[config.mk]
export PLATFORM = sky130hd
export DESIGN_NAME = loa_sub_32bits_pipe_flat
export DESIGN_NICKNAME = d
export VERILOG_FILES = /design/src/rtl/loa_sub_32bits_pipe_if.sv /design/src/rtl/loa_sub_32bits_pipe.sv /design/src/flat_wrapper.sv
export SDC_FILE = /design/constraint.sdc
export NUM_CORES = 1
export LEC_CHECK = 0
export CORE_UTILIZATION = 40
export CTS_CLUSTER_DIAMETER = 100
export DETAILED_ROUTE_END_ITERATION = 10
export PLACE_DENSITY_LB_ADDON = 0.2
export SLEW_MARGIN = 20
export SYNTH_ARGS = -nofsm -noshare
export SYNTH_HDL_FRONTEND = slang
export SYNTH_SLANG_ARGS = --single-unit
[constraint.sdc]
create_clock -name clk -period 2.5 [get_ports clk]
set_clock_uncertainty 0.05 [all_clocks]
set_input_delay 0.5 -clock clk [delete_from_list [all_inputs] [get_ports clk]]
set_output_delay 0.5 -clock clk [all_outputs]
set_load 0.01 [all_outputs]
[src/rtl/loa_sub_32bits_pipe_if.sv]
// Handshake and data bundle for the pipelined approximate subtractor:
// an upstream valid/ready operand channel and a downstream valid/ready result channel.
interface loa_sub_32bits_pipe_if;
  localparam int unsigned DATA_W = 32;

  logic              in_valid;
  logic              in_ready;
  logic [DATA_W-1:0] in_a;
  logic [DATA_W-1:0] in_b;
  logic              in_exact;
  logic              out_valid;
  logic              out_ready;
  logic [DATA_W-1:0] out_diff;
  logic              out_borrow;

  modport master (
    output in_valid, in_a, in_b, in_exact, out_ready,
    input  in_ready, out_valid, out_diff, out_borrow
  );

  modport slave (
    input  in_valid, in_a, in_b, in_exact, out_ready,
    output in_ready, out_valid, out_diff, out_borrow
  );
endinterface

[src/rtl/loa_sub_32bits_pipe.sv]
// Two-stage 32-bit subtractor: OR-approximated (or exact) lower part in stage 1,
// exact upper add with borrow in stage 2, valid/ready flow control on both sides.
module loa_sub_32bits_pipe #(
  parameter int unsigned APPROX_BITS = 8
) (
  input  logic                 clk,
  input  logic                 rst,
  loa_sub_32bits_pipe_if.slave bus
);
  localparam int unsigned W   = 32;
  localparam int unsigned LW  = APPROX_BITS;
  localparam int unsigned UW  = W - LW;
  localparam int unsigned LW1 = LW + 1;
  localparam int unsigned UW1 = UW + 1;

  logic          s1_valid_q, s1_valid_d;
  logic [LW-1:0] s1_low_q, s1_low_d;
  logic          s1_cl_q, s1_cl_d;
  logic [UW-1:0] s1_a_hi_q, s1_a_hi_d;
  logic [UW-1:0] s1_nb_hi_q, s1_nb_hi_d;
  logic          s2_valid_q, s2_valid_d;
  logic [W-1:0]  s2_diff_q, s2_diff_d;
  logic          s2_borrow_q, s2_borrow_d;

  logic          s1_advance_c;
  logic          accept_c;
  logic [W-1:0]  nb_c;
  logic [LW:0]   low_exact_c;
  logic [UW:0]   upper_c;

  // Stage 1 may move on whenever stage 2 is free or draining this cycle.
  always_comb begin
    s1_advance_c = s1_valid_q & (~s2_valid_q | bus.out_ready);
    accept_c     = bus.in_valid & (~s1_valid_q | s1_advance_c);
    nb_c         = ~bus.in_b;
    low_exact_c  = LW1'(bus.in_a[LW-1:0]) + LW1'(nb_c[LW-1:0]) + LW1'(1);
    upper_c      = UW1'(s1_a_hi_q) + UW1'(s1_nb_hi_q) + UW1'(s1_cl_q);

    s1_valid_d  = s1_valid_q;
    s1_low_d    = s1_low_q;
    s1_cl_d     = s1_cl_q;
    s1_a_hi_d   = s1_a_hi_q;
    s1_nb_hi_d  = s1_nb_hi_q;
    s2_valid_d  = s2_valid_q;
    s2_diff_d   = s2_diff_q;
    s2_borrow_d = s2_borrow_q;

    if (accept_c) begin
      s1_valid_d = 1'b1;
      s1_a_hi_d  = bus.in_a[W-1:LW];
      s1_nb_hi_d = nb_c[W-1:LW];
      if (bus.in_exact) begin
        s1_low_d = low_exact_c[LW-1:0];
        s1_cl_d  = low_exact_c[LW];
      end else begin
        // The two's-complement +1 is dropped; the top approximate bit feeds the carry.
        s1_low_d = bus.in_a[LW-1:0] | nb_c[LW-1:0];
        s1_cl_d  = bus.in_a[LW-1] | nb_c[LW-1];
      end
    end else if (s1_advance_c) begin
      s1_valid_d = 1'b0;
    end

    if (s1_advance_c) begin
      s2_valid_d  = 1'b1;
      s2_diff_d   = {upper_c[UW-1:0], s1_low_q};
      s2_borrow_d = ~upper_c[UW];
    end else if (bus.out_ready) begin
      s2_valid_d = 1'b0;
    end
  end

  always_ff @(posedge clk) begin
    if (rst) begin
      s1_valid_q  <= 1'b0;
      s1_low_q    <= '0;
      s1_cl_q     <= 1'b0;
      s1_a_hi_q   <= '0;
      s1_nb_hi_q  <= '0;
      s2_valid_q  <= 1'b0;
      s2_diff_q   <= '0;
      s2_borrow_q <= 1'b0;
    end else begin
      s1_valid_q  <= s1_valid_d;
      s1_low_q    <= s1_low_d;
      s1_cl_q     <= s1_cl_d;
      s1_a_hi_q   <= s1_a_hi_d;
      s1_nb_hi_q  <= s1_nb_hi_d;
      s2_valid_q  <= s2_valid_d;
      s2_diff_q   <= s2_diff_d;
      s2_borrow_q <= s2_borrow_d;
    end
  end

  assign bus.in_ready   = ~s1_valid_q | s1_advance_c;
  assign bus.out_valid  = s2_valid_q;
  assign bus.out_diff   = s2_diff_q;
  assign bus.out_borrow = s2_borrow_q;
endmodule

[src/flat_wrapper.sv]
// flat-port wrapper written by rule: the top's interface ports become plain ports
module loa_sub_32bits_pipe_flat 
#(
  parameter int unsigned APPROX_BITS = 8
)
  (clk, rst, bus_in_valid, bus_in_a, bus_in_b, bus_in_exact, bus_out_ready, bus_in_ready, bus_out_valid, bus_out_diff, bus_out_borrow);
  loa_sub_32bits_pipe_if bus_i ();
  input  logic clk;
  input  logic rst;
  input wire logic [$bits(bus_i.in_valid)-1:0] bus_in_valid;
  input wire logic [$bits(bus_i.in_a)-1:0] bus_in_a;
  input wire logic [$bits(bus_i.in_b)-1:0] bus_in_b;
  input wire logic [$bits(bus_i.in_exact)-1:0] bus_in_exact;
  input wire logic [$bits(bus_i.out_ready)-1:0] bus_out_ready;
  output wire logic [$bits(bus_i.in_ready)-1:0] bus_in_ready;
  output wire logic [$bits(bus_i.out_valid)-1:0] bus_out_valid;
  output wire logic [$bits(bus_i.out_diff)-1:0] bus_out_diff;
  output wire logic [$bits(bus_i.out_borrow)-1:0] bus_out_borrow;
  assign bus_i.in_valid = bus_in_valid;
  assign bus_i.in_a = bus_in_a;
  assign bus_i.in_b = bus_in_b;
  assign bus_i.in_exact = bus_in_exact;
  assign bus_i.out_ready = bus_out_ready;
  assign bus_in_ready = bus_i.in_ready;
  assign bus_out_valid = bus_i.out_valid;
  assign bus_out_diff = bus_i.out_diff;
  assign bus_out_borrow = bus_i.out_borrow;
  loa_sub_32bits_pipe #(.APPROX_BITS(APPROX_BITS)) u_core (.clk(clk), .rst(rst), .bus(bus_i));
endmodule
==> results_dict.tcl <==
set metrics [dict create \
    status "completed" \
    clock_sinks 92 \
    path_clk_slew_ps 70 \
    worstSkewPairLatency_ps 340 \
    grt_max_degree 79 \
    grt_use_total_pct 20.03 \
    htreeDepth 3 \
    antennaDiodeCount 0 \
    numPlacedInstances 853 \
    synthesis.nets 728 \
    path_common_cell "fa_2" \
    max_cap_violations 0 \
    ys_ff_latch 92 \
    hold_viol 0 \
    ys_seq_area_share_pct 37.26 \
    syn_area_um2 4943 \
    synth_edf_count 0 \
    clockRootBuffer "clkbuf_16" \
    gp_congestion 0.8828 \
    r2r_end "u_core.bus.out_diff[26]" \
    gr-usage-met3_pct 3.696 \
    cp_slowest_cell "or4_1" \
    die_y_um 113.2 \
    postRouteAntennaNets 0 \
    drive_gt1_share_pct 6.796 \
    utilization_pct 54.40 \
    drc 0 \
    synth_top_area_share_pct 37.26 \
    hold_class "reg -> reg" \
    relSlewSlack_pct 45.42 \
    finalSetupTns_ps 0 \
    layout_min_cycle_time_ps 2372 \
    vias 4628 \
    std_cell_rows 40 \
    regToRegStartpoint "u_core.s1_nb_hi_q[0]" \
    postCtsHoldBufs 0 \
    routedWlPerCell_um 14.51 \
    coreArea_um2 12010 \
    cts_buffer_depth 2 \
    ios 104 \
    synth_ff_type "dfxtp_1" \
    crit_type "reg -> reg" \
    final_max_slew_viol_count 0 \
    p_leak_nw 2.605 \
    final.period_utilization_pct 94.88 \
    area_growth_pct 32.17 \
    hold_path_end "u_core.bus.out_diff[0]" \
    initial_utilization_pct 41.16 \
    grt_util_met2_pct 34.07 \
    cp_num_cells 8 \
    synthArstFlopShare_pct 0 \
    antenna_found_initial 0 \
    first_iter_violations 148 \
    cpPeakStageDelay_ps 470 \
    synth-warning-count 0 \
    critPathTopFamily "simple AND/OR/NAND/NOR gates" \
    holdPathStages 2 \
    worst_pin_slew_ps 818.6 \
    die_x_um 113.2 \
    syn_avg_cell_area_um2 8.012 \
    setup_viol 0 \
    critPathBufInv 0 \
    cp-start-kind "flip-flop" \
    grt_first_pass_wirelength_um 20580 \
    drtPass1Iterations 4 \
    portBuffers 103 \
    rrSetupSlack_ps 130 \
    worst-path-max-fanout 6 \
    finalNonFillerCells 868 \
    worstPathArrival_ps 2600 \
    grt.busiest_layer "met2" \
    powerDensity_nw_per_um2 552.9 \
    cp-end-kind "flip-flop" \
    gr-total-overflow 0 \
    timing.fmax_mhz 421.6 \
    hp-start "u_core.bus.out_diff[0]" \
    reg2regPathDepth 8 \
    peakVddDrop_mv 0.3367 \
    grt_pass1_vias 4400 \
    worstPathRequired_ps 2730 \
    yosys-top-cells-area "dfxtp_1 (37%), ha_1 (9.9%), nand2_1 (8.6%)" \
    path_cells "fa_2 -> fa_2 -> a211oi_2 -> or2_4 -> a211o_1 -> o2bb2ai_4 -> or4_1 -> nand3_1" \
    wirelength_um 12600 \
    via_per_inst 5.332 \
    cts_buffers 9 \
    cts_tree "built" \
    grtUsageMet1_pct 24.84 \
    dieArea_um2 12810 \
    synth_top_cell_by_area "dfxtp_1" \
    postSynthCellCount 617 \
    nNetsFinal 828 \
    dp_hpwl_um 9274 \
    finalHoldWorstSlack_ps 401.8 \
    ys_types 55 \
]
routing by layer:
metal | wire length, µm | part of all wire, %
met1 | 5922 | 47
met2 | 5893 | 47
met3 | 543 | 4.3
met4 | 235 | 1.9
met5 | 0 | 0
worst max-delay path by stage:
stage / start / to / slack [ps]
final: u_core.s1_nb_hi_q[0] / u_core.bus.out_diff[26] / 130
after CTS: u_core.s1_nb_hi_q[0] / u_core.bus.out_diff[22] / 20
after global placement: bus_in_a[0] / u_core.s1_low_q[6] / -370
after detailed placement: bus_in_a[0] / u_core.s1_low_q[6] / -410
after floorplan: u_core.s1_nb_hi_q[0] / u_core.bus.out_diff[22] / 100
after global routing: u_core.s1_nb_hi_q[14] / u_core.bus.out_diff[31] / -2
per-stage QoR:
| stage | total power, mW | setup WS (ps) | area [µm²] |
|---|---|---|---|
| 2_1_floorplan | 2.073 | 101.0 | 4943 |
| 3_3_place_gp | 2.382 | -367.6 | 6222 |
| 3_5_place_dp | 2.399 | -405.9 | 6222 |
| 4_1_cts | 3.628 | 22.59 | 6487 |
| 5_1_grt | 3.792 | -1.633 | 6534 |
| 6_report | 3.613 | 127.9 | 6534 |
area by class of cell:
class | count | area (µm²)
flip-flops and latches | 92 | 1842
multi-input cells | 465 | 2929
inverters | 24 | 90.09
repair buffers | 125 | 1229
clock buffers | 11 | 232.7
well taps | 147 | 183.9
fillers | 1172 | 5478
clock inverters | 4 | 27.53
placed cells by master (no fill, tap or decap), drive strengths merged, types with 5 or more instances in the layout:
cell,Yosys,routed
nand4,9,9
nand2b,6,6
clkbuf,31,11
buf,5,23
xnor2,10,10
nor2,47,47
o211ai,5,5
nand3,12,12
ha,39,39
dfxtp,92,92
xor2,5,5
a21oi,69,69
clkdlybuf4s50,0,102
a21o,8,8
or4,5,5
o21ai,24,24
o21a,8,8
a211oi,30,30
o21bai,5,5
nor3,9,9
inv,24,24
nand2,113,113
worst reg2reg max path: stages, from the launching register on:
cell and delay (ps):
dfxtp_1 370, fa_2 240, fa_2 220, a211oi_2 80
or2_4 290, a211o_1 320, o2bb2ai_4 190, or4_1 470
nand3_1 90
cells in the mapped netlist, types with 2 or more instances:
| master | n |
|---|---|
| mux2i_1 | 3 |
| a21oi_1 | 69 |
| nand4_1 | 9 |
| and2_1 | 3 |
| o21ai_1 | 2 |
| nor2b_1 | 4 |
| and3_1 | 2 |
| or3_1 | 2 |
| nor3_1 | 9 |
| o21ai_0 | 22 |
| nor3b_1 | 2 |
| nor4_1 | 3 |
| buf_1 | 5 |
| nor2_1 | 47 |
| a21boi_0 | 2 |
| a21o_1 | 8 |
| fa_1 | 3 |
| clkbuf_1 | 31 |
| xor2_1 | 5 |
| a211oi_1 | 30 |
| nand3b_1 | 3 |
| nand2b_1 | 6 |
| xnor2_1 | 10 |
| a31oi_1 | 3 |
| o31ai_1 | 3 |
| and4_1 | 2 |
| dfxtp_1 | 92 |
| nand3_1 | 12 |
| inv_1 | 24 |
| nand2_1 | 113 |
| a32o_1 | 2 |
| or4_1 | 5 |
| o21a_1 | 8 |
| a211o_1 | 4 |
| o21bai_1 | 5 |
| a311oi_1 | 3 |
| o211ai_1 | 5 |
| ha_1 | 39 |
power breakdown:
group	switching [mW]	leakage, nW	internal (mW)
logic	0.380	1.73	0.375
registers	0.0605	0.758	1.56
clock network	0.565	0.118	0.667
total	1.01	2.61	2.61
sequential cells by signal, indices dropped and copies added (netlist names):
signal / flops
u_core.s1_low_q: 8
u_core.bus.out_valid: 1
u_core.bus.out_diff: 32
u_core.s1_valid_q: 1
u_core.s1_cl_q: 1
u_core.s1_a_hi_q: 24
u_core.s1_nb_hi_q: 24
u_core.bus.out_borrow: 1
cell families (layout without fill, tap and decap cells):
| group | after synthesis | count (layout) | synth area share [%] |
|---|---|---|---|
| muxes | 3 | 3 | 0.6075 |
| adders and majority gates | 42 | 42 | 11.09 |
| AOI/OAI and AO/OA | 181 | 181 | 23.67 |
| xor gates and xnor gates | 15 | 15 | 2.657 |
| buffers and inverters | 60 | 164 | 4.556 |
| and+or+nand+nor | 224 | 224 | 20.17 |
| DFF | 92 | 92 | 37.26 |
what timing repair did:
item,4_1_cts,5_1_grt
gates resized for setup,3,9
pin swaps,0,3
buffers inserted,0,0
setup endpoints to repair,6,14
No activity file was read; power rests on OpenSTA's default activity.
==> variant (config.mk and constraints unchanged) <==
`APPROX_BITS` is set to 8 in 2 places; all go to 12.
--- a/src/rtl/loa_sub_32bits_pipe.sv
+++ b/src/rtl/loa_sub_32bits_pipe.sv
@@ -1,7 +1,7 @@
 // Two-stage 32-bit subtractor: OR-approximated (or exact) lower part in stage 1,
 // exact upper add with borrow in stage 2, valid/ready flow control on both sides.
 module loa_sub_32bits_pipe #(
-  parameter int unsigned APPROX_BITS = 8
+  parameter int unsigned APPROX_BITS = 12
 ) (
   input  logic                 clk,
   input  logic                 rst,
--- a/src/flat_wrapper.sv
+++ b/src/flat_wrapper.sv
@@ -1,7 +1,7 @@
 // flat-port wrapper written by rule: the top's interface ports become plain ports
 module loa_sub_32bits_pipe_flat 
 #(
-  parameter int unsigned APPROX_BITS = 8
+  parameter int unsigned APPROX_BITS = 12
 )
   (clk, rst, bus_in_valid, bus_in_a, bus_in_b, bus_in_exact, bus_out_ready, bus_in_ready, bus_out_valid, bus_out_diff, bus_out_borrow);
   loa_sub_32bits_pipe_if bus_i ();
Function: changed (Yosys sat finds a counterexample within 4 cycles, from zero or initial values and one cycle with rst high).
==> variant against the original RTL <==
- the flow now finishes with violations (DRC, setup timing)
- die area decreased by 3.0%
- count of clock-buffer cells in the layout decreased by 1
- sequential power decreased by 5%
- sequential cell count decreased by 4
- power increased by 3.1%
- area after synthesis decreased by 3.0%
- worst setup slack got worse by 150 ps
- design area increased by 0.96%
- wire length decreased by 1.2%
- first-iteration DRC count increased by 52%
- hold slack got worse by 1.4 ps
- critical path depth increased by 2
- critical path type unchanged
==> variant: results (changes against the original RTL) <==
| Metric | Value |
|---|---|
| Status | finished with violations |
| Violated checks | DRC, setup timing |
| Top cells by area in the synthesized netlist | dfxtp_1 (37%), ha_1 (11%), nand2_1 (8.9%) |
| Nets | 839 (+1.3%) |
| Vias | 4,548 (-1.7%) |
| CP max FO | 2 (-4) |
| Adder-Cell Fraction of Synth Area | 0.125 (+0.0139) |
| Stages on worst setup path | 10 (+2) |
| Synth Net Count | 713 (-2.1%) |
| Per-cell routed wire length | 14.3 um (-1.6%) |
| Final TNS setup | -18.5 ps (-18.5 ps) |
| M3 GR Usage | 0.0365 (-0.000485) |
| Setup ws final | -18.5 ps (-146 ps) |
| M1 WL | 5530 um (-6.6%) |
| Layout cell share with drive strength beyond 1 | 0.119 (+0.0514) |
| # setup viols final | 1 (+1) |
| Drc violations | 5 (+5) |
| DR pass1 iterations | 7 (+3) |
| Met2 global-route usage | 0.373 (+0.0322) |
| Comb power | 0.811 mW (+7.4%) |
| Dpl cell area | 6220 um^2 (about the same) |
| Metal2 WL | 6220 um (+5.5%) |
| Via density | 5.22 (-2.2%) |
| Comb power frac | 0.218 (+0.009) |
| Multiplexer share of the synthesized area | 0.00418 (-0.00190) |
| First-pass GRT wire length | 20,600 um (+0.27%) |
| Syn Inst Count | 598 (-3.1%) |
| Maximum vdd drop | 0.000312 V (-7.4%) |
| P_clk | 1.37 mW (+11%) |
| Largest net degree at the start of global routing | 32 (-59%) |
| Pleak | 2.78 nW (+6.6%) |
| Worst R2R Path Depth | 10 (+2) |
| Initial DRC Count | 225 (+52%) |
| Seq/Total Area, Yosys | 0.368 (-0.00504) |
| WL met3 | 473 um (-13%) |
| Netlist cell types | 51 (-7.3%) |
[variant: cell count changes after synthesis, moves of 5 or more]
cell	change
nand3_1	-8
a21oi_1	+7
xnor2_1	+7
a22o_1	+6
inv_1	+6
buf_1	-5
nand4_1	-5
nor2_1	+5
o21bai_1	-5
[variant: repair_timing]
| action | CTS | global route |
|---|---|---|
| resized for setup | 8 | 9 |
| pin swaps | 6 | 5 |
| endpoints found under the setup margin | 6 | 12 |
| cloned | 0 | 0 |
| buffers inserted | 0 | 3 |
| hold buffers | 0 | 0 |
[variant: how the worst min path moves through the flow]
stage | start | end | depth (start not counted)
global placement | u_core.s1_low_q[2] | u_core.bus.out_diff[2] | 2
CTS | u_core.s1_low_q[2] | u_core.bus.out_diff[2] | 2
detailed placement | u_core.s1_low_q[2] | u_core.bus.out_diff[2] | 2
floorplan | u_core.s1_low_q[10] | u_core.bus.out_diff[10] | 2
global route | u_core.bus.out_diff[20] | u_core.bus.out_diff[20] | 2
finish | u_core.s1_low_q[2] | u_core.bus.out_diff[2] | 2
[variant: area by class of cell]
type                    count  area, um^2
fillers                  1094        4970
well taps                 143         179
flip-flops and latches     88        1770
inverters                  30         113
clock buffers              10         229
multi-input cells         446        2840
repair buffers            149        1400
clock inverters             6        68.8
[variant: kinds of logic (layout without fill, tap and decap cells)]
| logic type | after synthesis | count (layout) |
|---|---|---|
| AO/OA/AOI/OAI | 171 | 171 |
| flip-flops | 88 | 88 |
| AND/OR/NAND/NOR | 205 | 205 |
| adder cells (fa/ha/maj) | 46 | 46 |
| buffers and inverters | 64 | 195 |
| XOR/XNOR | 22 | 22 |
| multiplexers | 2 | 2 |
